## src/rtl/bcd_disp_pkg.sv

```systemverilog
// Shared types and constants for the BCD display scheduler: FSM encoding, conversion
// limits and the active-low seven-segment patterns.
package bcd_disp_pkg;

  typedef enum logic [1:0] {
    StIdle,
    StShift,
    StDone
  } state_e;

  localparam int unsigned BCD_MAX    = 9999;
  localparam int unsigned SHIFT_ITER = 14;

  // Segment order {g,f,e,d,c,b,a}, active-low.
  localparam logic [6:0] SEG_0     = 7'b1000000;
  localparam logic [6:0] SEG_1     = 7'b1111001;
  localparam logic [6:0] SEG_2     = 7'b0100100;
  localparam logic [6:0] SEG_3     = 7'b0110000;
  localparam logic [6:0] SEG_4     = 7'b0011001;
  localparam logic [6:0] SEG_5     = 7'b0010010;
  localparam logic [6:0] SEG_6     = 7'b0000010;
  localparam logic [6:0] SEG_7     = 7'b1111000;
  localparam logic [6:0] SEG_8     = 7'b0000000;
  localparam logic [6:0] SEG_9     = 7'b0010000;
  localparam logic [6:0] SEG_BLANK = 7'b1111111;

  // One double-dabble iteration: add 3 to each nibble >= 5 (no inter-nibble carry),
  // then shift left pulling in the next binary bit.
  function automatic logic [15:0] dabble_step(input logic [15:0] acc, input logic in_bit);
    logic [15:0] adj;
    adj = acc;
    for (int i = 0; i < 4; i++) begin
      if (acc[4*i +: 4] >= 4'd5) begin
        adj[4*i +: 4] = acc[4*i +: 4] + 4'd3;
      end
    end
    return (adj << 1) | {15'd0, in_bit};
  endfunction

endpackage

```

## src/rtl/seg7_decode.sv

```systemverilog
// Combinational BCD digit to active-low seven-segment decoder; non-BCD codes blank.
module seg7_decode
  import bcd_disp_pkg::*;
(
  input  logic [3:0] digit,
  output logic [6:0] seg_n
);

  always_comb begin
    seg_n = SEG_BLANK;
    unique case (digit)
      4'd0:    seg_n = SEG_0;
      4'd1:    seg_n = SEG_1;
      4'd2:    seg_n = SEG_2;
      4'd3:    seg_n = SEG_3;
      4'd4:    seg_n = SEG_4;
      4'd5:    seg_n = SEG_5;
      4'd6:    seg_n = SEG_6;
      4'd7:    seg_n = SEG_7;
      4'd8:    seg_n = SEG_8;
      4'd9:    seg_n = SEG_9;
      default: seg_n = SEG_BLANK;
    endcase
  end

endmodule

```

## src/rtl/bcd_display_scheduler.sv

```systemverilog
// Round-robin shared serial binary-to-BCD converter for two requesters, with the latched
// result scanned onto a 4-digit common-anode seven-segment display.
module bcd_display_scheduler
  import bcd_disp_pkg::*;
#(
  parameter int unsigned REFRESH_DIV = 50000,
  parameter int unsigned VAL_W       = 14
) (
  input  logic             clk,
  input  logic             reset,
  input  logic             req_a,
  input  logic [VAL_W-1:0] val_a,
  output logic             ack_a,
  input  logic             req_b,
  input  logic [VAL_W-1:0] val_b,
  output logic             ack_b,
  output logic             busy,
  output logic [15:0]      bcd_out,
  output logic             bcd_src,
  output logic             ovf,
  output logic [3:0]       an_n,
  output logic [6:0]       seg_n
);

  localparam int unsigned CNT_W = $clog2(REFRESH_DIV);

  state_e      state_q, state_d;
  logic        grant_b_q, grant_b_d;
  logic        ptr_q, ptr_d;
  logic [3:0]  iter_q, iter_d;
  logic [13:0] shreg_q, shreg_d;
  logic [15:0] acc_q, acc_d;
  logic        ovf_pend_q, ovf_pend_d;
  logic [15:0] bcd_q, bcd_d;
  logic        src_q, src_d;
  logic        ovf_q, ovf_d;
  logic        ack_a_q, ack_a_d;
  logic        ack_b_q, ack_b_d;

  logic [CNT_W-1:0] cnt_q, cnt_d;
  logic [1:0]       idx_q, idx_d;
  logic [3:0]       an_q, an_d;
  logic [6:0]       seg_q, seg_d;
  logic [3:0]       digit;

  logic             grant_b_now;
  logic [VAL_W-1:0] sel_val;
  logic             sel_ovf;
  logic [13:0]      sel_sat;

  // Pointer high means B has priority when both request.
  assign grant_b_now = req_b && (!req_a || ptr_q);
  assign sel_val     = grant_b_now ? val_b : val_a;
  assign sel_ovf     = 32'(sel_val) > BCD_MAX;
  assign sel_sat     = sel_ovf ? 14'(BCD_MAX) : 14'(sel_val);

  always_comb begin
    state_d    = state_q;
    grant_b_d  = grant_b_q;
    ptr_d      = ptr_q;
    iter_d     = iter_q;
    shreg_d    = shreg_q;
    acc_d      = acc_q;
    ovf_pend_d = ovf_pend_q;
    bcd_d      = bcd_q;
    src_d      = src_q;
    ovf_d      = ovf_q;
    ack_a_d    = 1'b0;
    ack_b_d    = 1'b0;
    unique case (state_q)
      StIdle: begin
        if (req_a || req_b) begin
          grant_b_d  = grant_b_now;
          ptr_d      = !grant_b_now;
          shreg_d    = sel_sat;
          ovf_pend_d = sel_ovf;
          acc_d      = '0;
          iter_d     = '0;
          state_d    = StShift;
        end
      end
      StShift: begin
        acc_d   = dabble_step(acc_q, shreg_q[13]);
        shreg_d = {shreg_q[12:0], 1'b0};
        if (iter_q == 4'(SHIFT_ITER - 1)) begin
          state_d = StDone;
        end else begin
          iter_d = iter_q + 4'd1;
        end
      end
      StDone: begin
        bcd_d   = acc_q;
        src_d   = grant_b_q;
        ovf_d   = ovf_pend_q;
        ack_a_d = !grant_b_q;
        ack_b_d = grant_b_q;
        state_d = StIdle;
      end
      default: state_d = StIdle;
    endcase
  end

  // Scan path runs independently of the converter.
  always_comb begin
    if (cnt_q == CNT_W'(REFRESH_DIV - 1)) begin
      cnt_d = '0;
      idx_d = idx_q + 2'd1;
    end else begin
      cnt_d = cnt_q + CNT_W'(1);
      idx_d = idx_q;
    end
    digit = bcd_q[3:0];
    unique case (idx_q)
      2'd0: digit = bcd_q[3:0];
      2'd1: digit = bcd_q[7:4];
      2'd2: digit = bcd_q[11:8];
      2'd3: digit = bcd_q[15:12];
      default: digit = bcd_q[3:0];
    endcase
    an_d = ~(4'b0001 << idx_q);
  end

  seg7_decode u_seg7_decode (
    .digit (digit),
    .seg_n (seg_d)
  );

  always_ff @(posedge clk) begin
    if (reset) begin
      state_q    <= StIdle;
      grant_b_q  <= 1'b0;
      ptr_q      <= 1'b0;
      iter_q     <= '0;
      shreg_q    <= '0;
      acc_q      <= '0;
      ovf_pend_q <= 1'b0;
      bcd_q      <= '0;
      src_q      <= 1'b0;
      ovf_q      <= 1'b0;
      ack_a_q    <= 1'b0;
      ack_b_q    <= 1'b0;
      cnt_q      <= '0;
      idx_q      <= '0;
      an_q       <= 4'b1110;
      seg_q      <= SEG_0;
    end else begin
      state_q    <= state_d;
      grant_b_q  <= grant_b_d;
      ptr_q      <= ptr_d;
      iter_q     <= iter_d;
      shreg_q    <= shreg_d;
      acc_q      <= acc_d;
      ovf_pend_q <= ovf_pend_d;
      bcd_q      <= bcd_d;
      src_q      <= src_d;
      ovf_q      <= ovf_d;
      ack_a_q    <= ack_a_d;
      ack_b_q    <= ack_b_d;
      cnt_q      <= cnt_d;
      idx_q      <= idx_d;
      an_q       <= an_d;
      seg_q      <= seg_d;
    end
  end

  assign ack_a   = ack_a_q;
  assign ack_b   = ack_b_q;
  assign busy    = (state_q != StIdle);
  assign bcd_out = bcd_q;
  assign bcd_src = src_q;
  assign ovf     = ovf_q;
  assign an_n    = an_q;
  assign seg_n   = seg_q;

endmodule

```

## config.mk

```make
export PLATFORM = sky130hd
export DESIGN_NAME = bcd_display_scheduler
export DESIGN_NICKNAME = d
export VERILOG_FILES = /design/src/rtl/bcd_disp_pkg.sv /design/src/rtl/seg7_decode.sv /design/src/rtl/bcd_display_scheduler.sv
export SDC_FILE = /design/constraint.sdc
export NUM_CORES = 1
export LEC_CHECK = 0
export BUFFER_PORTS_ARGS = -buffer_cell sky130_fd_sc_hd__buf_2
export CAP_MARGIN = 10
export CORE_MARGIN = 8
export CORE_UTILIZATION = 40
export DETAILED_ROUTE_END_ITERATION = 16
export PLACE_DENSITY = 0.6
export SYNTH_ARGS = -nofsm -noshare
export SYNTH_HDL_FRONTEND = slang
export SYNTH_HIERARCHICAL = 1
export SYNTH_SLANG_ARGS = --single-unit
```

## constraint.sdc

```tcl
create_clock -name clk -period 2 [get_ports clk]
set_input_delay 0.3 -clock clk [delete_from_list [all_inputs] [get_ports clk]]
set_output_delay 0.3 -clock clk [all_outputs]
set_load 0.01 [all_outputs]
```

Word-level counts from Yosys, hierarchy flattened
Memory sizes are Yosys's and may differ from the RTL's. A register that Yosys moved wholly into a read port is not among the register bits.
Index checks and enable logic that the tools add are counted.
{ "totals": {"reg_bits": 81, "mem_bits_ro": 112, "input_bits": 32, "mem_count": 1} }
{ "op_classes": {"addsub": 7, "magnitude_cmp": 5, "eq_ne": 10, "shifts": 1, "muxes": 21, "n_bitwise": 3, "reduce_logical": 16} }
{ "memory_table": {"columns": ["memory", "depth", "width", "rd", "rd_ports_with_merged_regs", "write_ports", "line", "rtl"], "rows": [
  ["(no name shown)", 16, 7, 1, 1, 0, "seg7_decode.sv:11", "unique case (digit)"]
]} }
{ "op_table": {"columns": ["op", "n"], "rows": [
  ["two-way mux 14 bit", 3],
  ["two-way mux 4 bit", 8],
  ["case mux 16 bit (2 select lines)", 1],
  ["case mux 14 bit (2 select lines)", 1],
  ["adder 16 x 1 -> 16 bit (second input constant)", 1],
  ["equality test 16 bit (second input constant)", 1],
  ["greater-or-equal comparator 4 x 3 -> 1 bit (second input constant)", 4],
  ["two-way mux 16 bit", 1],
  ["bitwise OR 16 x 1 -> 16 bit", 1],
  ["case mux 4 bit (4 select lines)", 1],
  ["> comparator 14 bit (second input constant)", 1],
  ["adder 4 x 2 -> 4 bit (second input constant)", 3],
  ["case mux 4 bit (2 select lines)", 1],
  ["equality test 2 bit (second input constant)", 3],
  ["two-way mux 3 bit", 2],
  ["!= test 2 bit (second input constant)", 3],
  ["AND reduction 2 bit", 3],
  ["adder 4 x 1 -> 4 bit (second input constant)", 1],
  ["equality test 2 x 1 -> 1 bit (second input constant)", 2],
  ["equality test 4 bit (second input constant)", 1],
  ["zero test 2 bit", 2],
  ["two-way mux 2 bit", 2],
  ["NOT 4 bit", 1],
  ["case mux 2 bit (2 select lines)", 1],
  ["other kinds (10)", 15]
]} }

Logic depth before layout (Yosys ltp)
{ "logic_depth": {"word_depth": 8, "ltp_mapped": 10} }

By module
Netlist, hierarchy kept.
{ "modules_own_cells": {"columns": ["module", "instances", "cells_each", "area_per_inst_um2", "seq_area_each_um2"], "rows": [
  ["bcd_display_scheduler", 1, 466, 3992.6, 1761.7],
  ["seg7_decode", 1, 33, 210.2, 0.0]
]} }

Worst setup path after synthesis
OpenSTA, ideal clock, no wires.
{ "synth_path": {"path_kind": "reg-to-reg", "startpoint": "reg idx_q[0]", "endpoint": "reg seg_q[3], in the netlist seg_n[3]", "arrival_time_ns": 2.016, "setup_slack_ns": -0.142, "path_stages_with_launch": 11, "period_less_slack_ns": 2.142, "cell_sequence": "dfxtp_1 inv_1 ha_1 buf_1 mux2i_1 inv_1 ha_1 or2_1 a21oi_2 a31oi_1 nor2b_1"} }
{ "synth_via": {"elab_chain_len": 2} }
{ "synth_lines": {"columns": ["element", "line", "rtl"], "rows": [
  ["start, declared", "bcd_display_scheduler.sv:41", "logic [1:0] idx_q, idx_d;"],
  ["start signal, assigned", "bcd_display_scheduler.sv:160", "idx_q <= idx_d;"],
  ["equality test 2 bit (tied with other cells)", "bcd_display_scheduler.sv:113", "unique case (idx_q)"],
  ["case mux 4 bit (4 select lines) (*)", "bcd_display_scheduler.sv:113", null],
  ["named net digit[1]", "bcd_display_scheduler.sv:44", "logic [3:0] digit;"],
  ["end, declared", "bcd_display_scheduler.sv:43", "logic [6:0] seg_q, seg_d;"]
]} }
The timed path passes the listed nets; every way through them passes the cells marked *.
A chain may end at the register's enable or synchronous reset.

Worst setup path after layout
{ "layout_path": {"startpoint": "reg idx_q[1]", "endpoint": "reg seg_q[3], in the netlist seg_n[3]"} }
Same word-level chain as after synthesis.

==> impl_metrics.toml <==
[yosys]
synth.distinct_cells = 49
synthTopCellsByCount = "dfxtp_1, nor2_1, nand2_1"
yosysMostFrequentCell = "dfxtp_1"
ys_seq_area_share_pct = 41.9
netlist_instances = 499
syn_nets = 552
synth.area.top_cells = "dfxtp_1, ha_1, nor2_1"
synth_top_area_share_pct = 41.9
ys_seq_elements = 88
synth_edf_count = 0
yosys_warnings = 6
synth_area_mm2 = 0.00420
synth_top_area_cell = "dfxtp_1"
synthArstFlopShare_pct = 0
avgSynthCellArea_um2 = 8.42
synth_flop_cell = "dfxtp_1"

[flow_run]
drv_cap = 0

[critical_path]
crit_fanout = 5
crit_type = "flop to flop"
cp_data_required_time_ps = 2230
worstSetupStartpointType = "flop"
arrival_ps = 2290
crit_path_end_kind = "flop"
rr_worst_depth = 9

[power]
power.total_w = 0.00343
ir_drop_mv = 0.265
p_per_area_mw_per_mm2 = 685
leakage_nw = 2.03

[placement]
place_hpwl_um = 6850
finalWeightedCongestion = 0.773
dp_slack_ps = -136
io_buffers = 63

[final_layout]
antennaDiodeCount = 0
fin_nets = 623
postLayoutCoreUtil_pct = 48.8
syn2layout_area_growth_pct = 19.3
drive_gt1_share_pct = 22.1

[detailed_routing]
vias = 3546
vias_per_cell = 4.99
wl_per_cell_um = 13.4
antenna_left = 0
drt_wl_total_um = 9540
drc = 0
dr.pass1.iters = 5
drt_iter0_drc = 246

[clock_network]
worstSkewPairLatency_ps = 340
cts_tree = "built"
clock-sinks = 88
hold_buffers = 0
path_clk_slew_ps = 80
cts-htree-levels = 3
cts-buffers-inserted = 9
clockBufferDepth = 2
cts_root_buf = "clkbuf_8"

[floorplan]
ios = 64
num_rows = 37
die_w_um = 119
die_y_um = 119
start_util_pct = 40.9
core_area_mm2 = 0.0103
die_area_mm2 = 0.0140

[global_route]
grt_max_degree = 62
antenna_found_initial = 0
grt_pass1_wl_um = 16300
gr-total-overflow = 0
grt_use_total_pct = 13.7
grt_pass1_vias = 3512

[sta]
rsz0062_at_grt = "true"
tns_ps = -120
slew_headroom_pct = 67.2
hold_viol = 0
fin_crit_ps = 2060
finalMaxSlewViolations = 0
setup_ws_ps = -58.6
setup_viol = 3
tightest_slew_ps = 488
fin_crit_sh_pct = 103
finClkSkew_ps = 6.88
fmax_mhz = 486

[hold_path]
hold-path-cell-count = 3
hp-class = "input pin to flop"

[run_status]
violations = "negative setup slack"
status = "finished with violations"
where the power goes:
part | total [W] | switching (W) | internal [W] | leakage (nW)
sequential | 0.00183 | 0.0000327 | 0.00180 | 0.715
combinational | 0.000316 | 0.000184 | 0.000131 | 1.21
clock | 0.00129 | 0.000592 | 0.000694 | 0.103
total | 0.00343 | 0.000810 | 0.00262 | 2.03
worst paths after layout:
kind / from / end / slack (ps)
max: idx_q[1] / seg_n[3] / -60
min: val_b[2] / shreg_q[2] / 280
max reg2reg: idx_q[1] / seg_n[3] / -60
min reg2reg: ovf_pend_q / ovf / 470
worst max-delay path: stages (launching register included):
cell and delay, ps:
dfxtp_4 370, inv_1 100, ha_2 260, mux2i_2 380
inv_2 100, ha_2 190, or2_1 230, a21oi_2 150
a31oi_1 50, nor2b_1 130
layer usage:
layer / global-route usage, % / up-vias / part of all wire [%]
li1: - / 1847 / -
met1: 18.1 / 1603 / 51
met2: 20.8 / 81 / 42
met3: 2.95 / 15 / 4.6
met4: 6.56 / 0 / 2.0
met5: 0 / - / 0
timing repair:
action / in CTS / in global routing
resized for setup: 11 / 9
buffers inserted: 2 / 2
pin swaps: 5 / 2
endpoints found under the setup margin: 7 / 7
state kept, by name, summed over array words and instances, names as in the netlist, 4 cells and up:
signal / flops
cnt_q: 16
seg_n: 7
iter_q: 4
an_n: 4
acc_q: 16
bcd_out: 16
shreg_q: 14
kinds of logic after synthesis:
kind of cell,share of synthesized area [%]
simple gates,21.8
compound gates,14.6
flops,41.9
buf+inv,5.03
xor+xnor,4.79
mux,5.60
fa+ha+maj,6.25
layout by cell type (no fill, tap or decap), drive strengths merged, types with 5 or more instances in the layout:
master and count:
nor3 13, nor2b 8, o21ai 20, mux2i 19, or2 5, xnor2 13
nand2b 15, nand4 5, xor2 10, clkbuf 11, a31oi 7, nand3 18
ha 21, a21oi 42, dfxtp 88, a22oi 5, nand2 53, and3 6
inv 23, nor2 61, buf 88
stage by stage:
step / std cells / hold WS [ps] / instance area [um^2]
final: 710 / 276 / 5010
after global routing: 710 / 266 / 5010
after CTS: 709 / 261 / 4990
after detailed placement: 692 / 461 / 4750
after global placement: 692 / 449 / 4750
after floorplan: 499 / 430 / 4210
area by class of cell:
cell class | instances | area, um^2
clock inverters | 4 | 70.1
flip-flops and latches | 88 | 1770
multi-input cells | 360 | 2270
inverters | 23 | 86.3
clock buffers | 11 | 131
repair buffers | 88 | 515
well taps | 136 | 170
fillers | 1007 | 5270
Power figures use the tool's default switching activity.
